[config.mk]
export PLATFORM = sky130hd
export DESIGN_NAME = axis_mux_n
export DESIGN_NICKNAME = d
export VERILOG_FILES = /design/src/rtl/axis_mux_pkg.sv /design/src/rtl/axis_skid_buf.sv /design/src/rtl/axis_mux_n.sv
export SDC_FILE = /design/constraint.sdc
export NUM_CORES = 1
export LEC_CHECK = 0
export CAP_MARGIN = 20
export CORE_MARGIN = 2
export CORE_UTILIZATION = 48
export DETAILED_ROUTE_END_ITERATION = 10
export HOLD_SLACK_MARGIN = 0.06
export PLACE_DENSITY_LB_ADDON = 0.3
export SETUP_SLACK_MARGIN = 0.4
export SLEW_MARGIN = 20
export SYNTH_ARGS = -nofsm -noshare
export SYNTH_HDL_FRONTEND = slang
export SYNTH_SLANG_ARGS = --single-unit
[constraint.sdc]
create_clock -name clk -period 3.6 [get_ports clk]
set_input_delay 1.08 -clock clk [delete_from_list [all_inputs] [get_ports clk]]
set_output_delay 1.08 -clock clk [all_outputs]
set_load 0.01 [all_outputs]
[src/rtl/axis_mux_pkg.sv]
// axis_mux_pkg
//   Shared types and helpers for the N-input AXI-Stream multiplexer.
//   - arb_state_t : arbiter FSM state (IDLE = no packet in flight, LOCK = mid-packet)
//   - rr_next()   : round-robin pointer advance with explicit wrap at n_ch,
//                   so non-power-of-2 channel counts work.
package axis_mux_pkg;

    typedef enum logic {
        IDLE = 1'b0,
        LOCK = 1'b1
    } arb_state_t;

    function automatic int rr_next(input int ptr, input int n_ch);
        return (ptr >= n_ch - 1) ? 0 : ptr + 1;
    endfunction

endpackage

[src/rtl/axis_skid_buf.sv]
// axis_skid_buf
//   Two-entry register FIFO with valid/ready on both sides. The output comes
//   straight from the head register, and s_ready comes from a registered full
//   flag, so no combinational path exists from m_ready to s_ready.
// Ports:
//   clk, rst_n          clock, asynchronous active-low reset
//   s_data/s_valid      write side; s_ready = not full
//   m_data/m_valid      head entry; m_valid = buffer non-empty
//   m_ready             pops the head when m_valid is high
module axis_skid_buf #(
    parameter int W = 8
) (
    input  logic         clk,
    input  logic         rst_n,
    input  logic [W-1:0] s_data,
    input  logic         s_valid,
    output logic         s_ready,
    output logic [W-1:0] m_data,
    output logic         m_valid,
    input  logic         m_ready
);

    logic [W-1:0] head_q;
    logic [W-1:0] tail_q;
    logic         head_vld_q;
    logic         full_q;      // both entries occupied
    logic         push;
    logic         pop;

    assign s_ready = ~full_q;
    assign push    = s_valid & ~full_q;
    assign pop     = head_vld_q & m_ready;
    assign m_data  = head_q;
    assign m_valid = head_vld_q;

    // NOTE: the storage registers are reset too: the outputs must read zero
    // out of reset, and the entries are only two words wide.
    always_ff @(posedge clk or negedge rst_n) begin
        if (!rst_n) begin
            head_q     <= '0;
            tail_q     <= '0;
            head_vld_q <= 1'b0;
            full_q     <= 1'b0;
        end else if (full_q) begin
            // Push is blocked while full; only a pop can change state.
            if (pop) begin
                head_q <= tail_q;
                full_q <= 1'b0;
            end
        end else if (head_vld_q) begin
            if (push && pop) begin
                head_q <= s_data;
            end else if (push) begin
                tail_q <= s_data;
                full_q <= 1'b1;
            end else if (pop) begin
                head_vld_q <= 1'b0;
            end
        end else if (push) begin
            head_q     <= s_data;
            head_vld_q <= 1'b1;
        end
    end

endmodule

[src/rtl/axis_mux_n.sv]
// axis_mux_n
//   N-input AXI-Stream multiplexer with packet-aware arbitration. The grant is
//   held from the first beat of a packet through its TLAST beat. Selection is
//   by external sel (ARB_MODE 0) or round-robin over valid channels
//   (ARB_MODE 1). The output is registered through a 2-entry skid buffer.
// Ports:
//   clk, reset           clock, asynchronous active-low reset
//   sel                  requested channel (mode 0 only)
//   s_tdata/tvalid/tlast packed per-channel inputs, channel i at slice i
//   s_tready             per-channel ready, one-hot or zero
//   m_tdata/tvalid/tlast output stream, m_tdest = source channel of the beat
//   m_tready             downstream ready
module axis_mux_n
    import axis_mux_pkg::*;
#(
    parameter int DATA_W   = 8,
    parameter int N_CH     = 4,
    parameter int ARB_MODE = 0,
    parameter int SEL_W    = $clog2(N_CH)
) (
    input  logic                   clk,
    input  logic                   reset,
    input  logic [SEL_W-1:0]       sel,
    input  logic [N_CH*DATA_W-1:0] s_tdata,
    input  logic [N_CH-1:0]        s_tvalid,
    input  logic [N_CH-1:0]        s_tlast,
    output logic [N_CH-1:0]        s_tready,
    output logic [DATA_W-1:0]      m_tdata,
    output logic                   m_tvalid,
    output logic                   m_tlast,
    output logic [SEL_W-1:0]       m_tdest,
    input  logic                   m_tready
);

    localparam int BUF_W = DATA_W + 1 + SEL_W;

    arb_state_t        state_q;
    logic [SEL_W-1:0]  gnt_q;
    logic [SEL_W-1:0]  rr_ptr;
    logic              run_q;        // low during and one cycle after reset

    logic              grant_active;
    logic [SEL_W-1:0]  gnt;
    logic [DATA_W-1:0] cur_data;
    logic              cur_valid;
    logic              cur_last;
    logic              accept;
    logic              buf_ready;
    logic [BUF_W-1:0]  buf_out;

    // Grant selection. In mode 1 the search runs downward over offsets from
    // rr_ptr so the lowest offset with a valid channel is the final winner.
    // NOTE: every signal driven here gets a default first, so no path leaves
    // it unassigned and no latch is inferred.
    always_comb begin
        int idx;
        idx          = 0;
        grant_active = 1'b0;
        gnt          = gnt_q;
        if (!run_q) begin
            grant_active = 1'b0;
        end else if (state_q == LOCK) begin
            grant_active = 1'b1;
        end else if (ARB_MODE == 0) begin
            if (int'(sel) < N_CH) begin
                grant_active = 1'b1;
                gnt          = sel;
            end
        end else begin
            for (int k = N_CH - 1; k >= 0; k--) begin
                idx = int'(rr_ptr) + k;
                if (idx >= N_CH) idx = idx - N_CH;
                if (s_tvalid[idx]) begin
                    grant_active = 1'b1;
                    gnt          = SEL_W'(idx);
                end
            end
        end
    end

    // Grant mux and one-hot ready decode.
    always_comb begin
        cur_data  = '0;
        cur_valid = 1'b0;
        cur_last  = 1'b0;
        s_tready  = '0;
        for (int i = 0; i < N_CH; i++) begin
            if (SEL_W'(i) == gnt) begin
                cur_data    = s_tdata[i*DATA_W +: DATA_W];
                cur_valid   = s_tvalid[i];
                cur_last    = s_tlast[i];
                s_tready[i] = grant_active & buf_ready;
            end
        end
    end

    assign accept = grant_active & buf_ready & cur_valid;

    // NOTE: sequential state is updated with non-blocking assignments only,
    // so every register samples pre-edge values regardless of block order.
    always_ff @(posedge clk or negedge reset) begin
        if (!reset) begin
            state_q <= IDLE;
            gnt_q   <= '0;
            rr_ptr  <= '0;
            run_q   <= 1'b0;
        end else begin
            run_q <= 1'b1;
            if (accept) begin
                gnt_q <= gnt;
                if (cur_last) begin
                    state_q <= IDLE;
                    if (ARB_MODE == 1) rr_ptr <= SEL_W'(rr_next(int'(gnt), N_CH));
                end else begin
                    state_q <= LOCK;
                end
            end
        end
    end

    axis_skid_buf #(
        .W (BUF_W)
    ) u_skid (
        .clk     (clk),
        .rst_n   (reset),
        .s_data  ({cur_data, cur_last, gnt}),
        .s_valid (accept),
        .s_ready (buf_ready),
        .m_data  (buf_out),
        .m_valid (m_tvalid),
        .m_ready (m_tready)
    );

    assign m_tdata = buf_out[BUF_W-1 -: DATA_W];
    assign m_tlast = buf_out[SEL_W];
    assign m_tdest = buf_out[SEL_W-1:0];

endmodule

## After elaboration in Yosys (flattened, before gate mapping)

Cells that the tools add are included.

| operators by class | value |
|---|---|
| reductions and logical operators | 5 |
| mux-type cells | 33 |
| eq/ne operators | 5 |
| bitwise gates (word level) | 6 |

Operators by type and width:

| operator | count |
|---|---|
| $mux W11 | 5 |
| $mux W8 | 4 |
| $mux W1 | 22 |
| $and A1 B1 Y1 | 4 |
| $eq A2 B2 Y1 const A | 2 |
| $mux W2 | 2 |
| $reduce_and A4 Y1 | 1 |
| $ne A3 B3 Y1 const B | 1 |
| $reduce_and A3 Y1 | 1 |
| $reduce_bool A3 Y1 | 1 |
| $eq A1 B2 Y1 const A | 1 |
| $logic_not A2 Y1 | 1 |
| $ne A2 B2 Y1 const B | 1 |
| $not A1 Y1 | 2 |
| $logic_and A1 B1 Y1 | 1 |

| word-level totals | value |
|---|---|
| register bits | 28 |
| output and inout port bits | 16 |
| bits of input ports | 45 |
| word-level logic and storage cells | 56 |

## Logic depth before layout (Yosys ltp)

| depth | value |
|---|---|
| depth in word-level cells | 13 |
| mapped depth | 7 |
| mapped depth without buffers | 5 |

## Modules after synthesis

A second synthesis with hierarchy kept.

| second synthesis, totals | value |
|---|---|
| cells, all modules | 156 |
| area total of the unflattened synthesis | 1605.3 sq um |

By module, submodules not included:

| module | area an instance (sq um) | sequential area each (sq um) | cells an instance | instances |
|---|---|---|---|---|
| axis_skid_buf | 1069.8 | 600.6 | 72 | 1 |
| axis_mux_n | 535.5 | 100.1 | 84 | 1 |

## Least setup slack after synthesis

Ideal clock, no wire load.

| path | value |
|---|---|
| kind | input -> output |
| start point | input sel[1] |
| end point | output s_tready[1] |
| arrival | 1824 ps |
| required time | 2520 ps |
| path slack | 696 ps |
| stages | 3 |
| path through | or4bb_1 > o31ai_1 > and2_1 |

| on the way | value |
|---|---|
| longest elaborated chain between the ends | 4 |

Ends and longest elaborated chain:

| what | line | source |
|---|---|---|
| start, declared | axis_mux_n.sv:23 | `input logic [SEL_W-1:0] sel,` |
| $mux W2 | axis_mux_n.sv:62 | `end else if (state_q == LOCK) begin` |
| $mux W2 | axis_mux_n.sv:60 | `if (!run_q) begin` |
| $eq A1 B2 Y1 | axis_mux_n.sv:88 | `if (SEL_W'(i) == gnt) begin` |
| $mux W1 | axis_mux_n.sv:88 |  |
| end, declared | axis_mux_n.sv:27 | `output logic [N_CH-1:0] s_tready,` |

Every way passes these cells.

## Worst setup path in the final report

Ends and elaborated chain as after synthesis.

==> run metrics <==
synthesized area=roughly 1700 sq um; Critical Path Most Common Cell=buf_2; first-pass GRT wire length=between 7000 and 8000 um; Req. time, crit path=2520 ps; vias per std cell=5.469; final worst setup slack=453.4 ps; final core occ=0.7102; Max VDD drop=0.3149 mV; Final #Nets=258; antenna cells=0; Slew HR=0.6397; post-route design area=2407 sq um; Hold Vio Cnt, Final=0; Max Cap Violations=0; family with the most delay on the worst path=simple AND/OR/NAND/NOR gates; fin crit share=0.8740; Syn Inst Count=147; die area=4051 sq um; row count=21; number of antenna violations at the first check in global routing=0; Leak Pwr=around 0.0010 uW; minimum clock period=3147 ps; pwr/cell area=720.2 nW/um^2; WHS=about 520 ps; clock sink count=28; commonest cells after routing, fill and taps aside=54 x clkdlybuf4s50_1, 28 x dfrtp_1, 21 x mux2_2; register area share after synthesis=0.4103; placed cell area=around 2400 sq um; Crit Path Max Fanout=2; RSZ-0062 raised after global routing=false; CP Class=input pin to output port; Place WS=-262.2 ps; Startpoint Class=input pin; 1st-iter DRT viols=a little over 40; largest net degree at the start of global routing=29; Hold Crit Class=register to register; register area=approximately 700 sq um; Worst-Skew Late Latency=320 ps; Yosys cell types=34; Die Height=~64 um; Critical Path Max Stage Delay=approximately 510 ps; I/O Pins=just over 60; Syn-to-layout area delta=40.95%; Residual DRC=0; DR vias=1411; drt total wl=4275 um; Worst EP arrival=2070 ps; Syn Nets=192; TritonCTS Buffers=3; initial core utilization=0.5039; GP Congestion=0.8258; CP max stage cell=or4bb_1; Root Buffer=clkbuf_4; total track usage=0.2231; layout cells sized above 1=0.2358; drt pass-1 iters=4; FILL cells=233; dpl hpwl=3276 um; WL/cell=16.57 um; critical path buffer and inverter count=2; placed insts=between 200 and 300; syn_area_per_cell=11.62 sq um; clock tree buffer depth=2; status=finished, final reports clean; antenna viol nets, final=0; multi-input combinational cell area=934.6 sq um; Layout Skew=4.996 ps; Reg clk slew, reported paths=roughly 150 ps; gr ovfl total=0; Ys Warns=0; die width=~64 um; post-synthesis register bit count=28; port bufs=60; final setup vio count=0; Post-CTS Setup Bufs=0; crit end category=output port; CTS tree=done; worst slew pin tran=about 540 ps; f_max=317.8 MHz; core area=roughly 3400 sq um; Layout Cells excl Fill=~260; Final Max Tran Viols=0; H-Tree Depth=1; vias in the first global route=1534; leading cell type in the layout, fill and taps excluded=clkdlybuf4s50_1; CP cell instances=buf_2 > or4bb_1 > o31ai_2 > and2_1 > buf_2
[cell type report]
type,count,area share
well taps,46,0.02391
inverters,10,0.01559
multi-input cells,102,0.3883
repair buffers,68,0.2661
clock buffers,4,0.01507
flip-flops and latches,28,0.2911
[layer usage]
metal	wire (um)	global-route usage
met5	0	0
met4	8	0.03261
met3	179	0.04107
met2	2388	0.4303
met1	1699	0.2587
[report_power, final]
group	leakage (uW)	switching, uW	internal (uW)
clock network	0.0000210	91.9	61.8
registers	0.000330	120	463
logic	0.000681	423	575
total	0.00103	634	1100
[flip-flops by register name, summed over array words and instances (netlist names)]
name / count
run_q: 1
u_skid.m_data: 11
u_skid.tail_q: 11
state_q: 1
u_skid.m_valid: 1
u_skid.full_q: 1
gnt_q: 2
[metrics by stage]
step           total power [uW]  TNS [ps]
6_report                   1734         0
5_1_grt                    1855         0
4_1_cts                    1746         0
3_5_place_dp               1600    -449.5
3_3_place_gp               1537    -268.8
2_1_floorplan              1220         0
[synth_stat cells (all sizes together)]
cell     number  area, sq um
nand3         1        5.000
o21bai        1        7.510
a21boi        2        15.01
a22oi         3        22.52
a32oi         2        25.03
and2          3        18.77
mux2i        14        140.1
a2bb2oi       1        8.760
conb          1        3.750
mux2         27        311.5
buf           5        36.28
mux4          6        135.1
dfrtp        28        700.7
nand4b        1        8.760
nor2b         1        6.260
and2b         1        8.760
o21ai         1        5.000
clkbuf        2        7.510
nor2          6        22.52
clkinv        1        3.750
a21oi         4        20.02
nand2b        3        26.27
inv           9        33.78
a2111oi       3        26.28
a221oi        3        26.28
nand2        15        56.30
o31ai         2        15.01
or4bb         1        11.26
[what timing repair did]
action,4_1_cts,5_1_grt
hold buffers,0,0
pin swaps,1,0
resized for setup,14,5
endpoints found under the setup margin,4,3
[cell families (layout without fill, tap and decap cells)]
| kind of cell | count (synthesis) | count (layout) | synth area share |
|---|---|---|---|
| other | 1 | 1 | 0.002196 |
| AND/OR/NAND/NOR | 32 | 32 | 0.09597 |
| multiplexers | 47 | 47 | 0.3436 |
| buffers and inverters | 17 | 82 | 0.04761 |
| flip-flops | 28 | 28 | 0.4103 |
| AO/OA/AOI/OAI | 22 | 22 | 0.1004 |
[final timing paths]
path                       cells past startpoint              from  slack, ps                end
max                                            5            sel[1]        450        s_tready[1]
min                                            1  u_skid.m_data[1]        520   u_skid.m_data[1]
max reg2reg                                    6           state_q       1180   u_skid.m_data[9]
min reg2reg                                    1  u_skid.m_data[1]        520   u_skid.m_data[1]
max in group asynchronous                      2             reset       2210  u_skid.tail_q[10]
min in group asynchronous                      2             reset       1120            state_q
(Power assumes the default switching activity.)
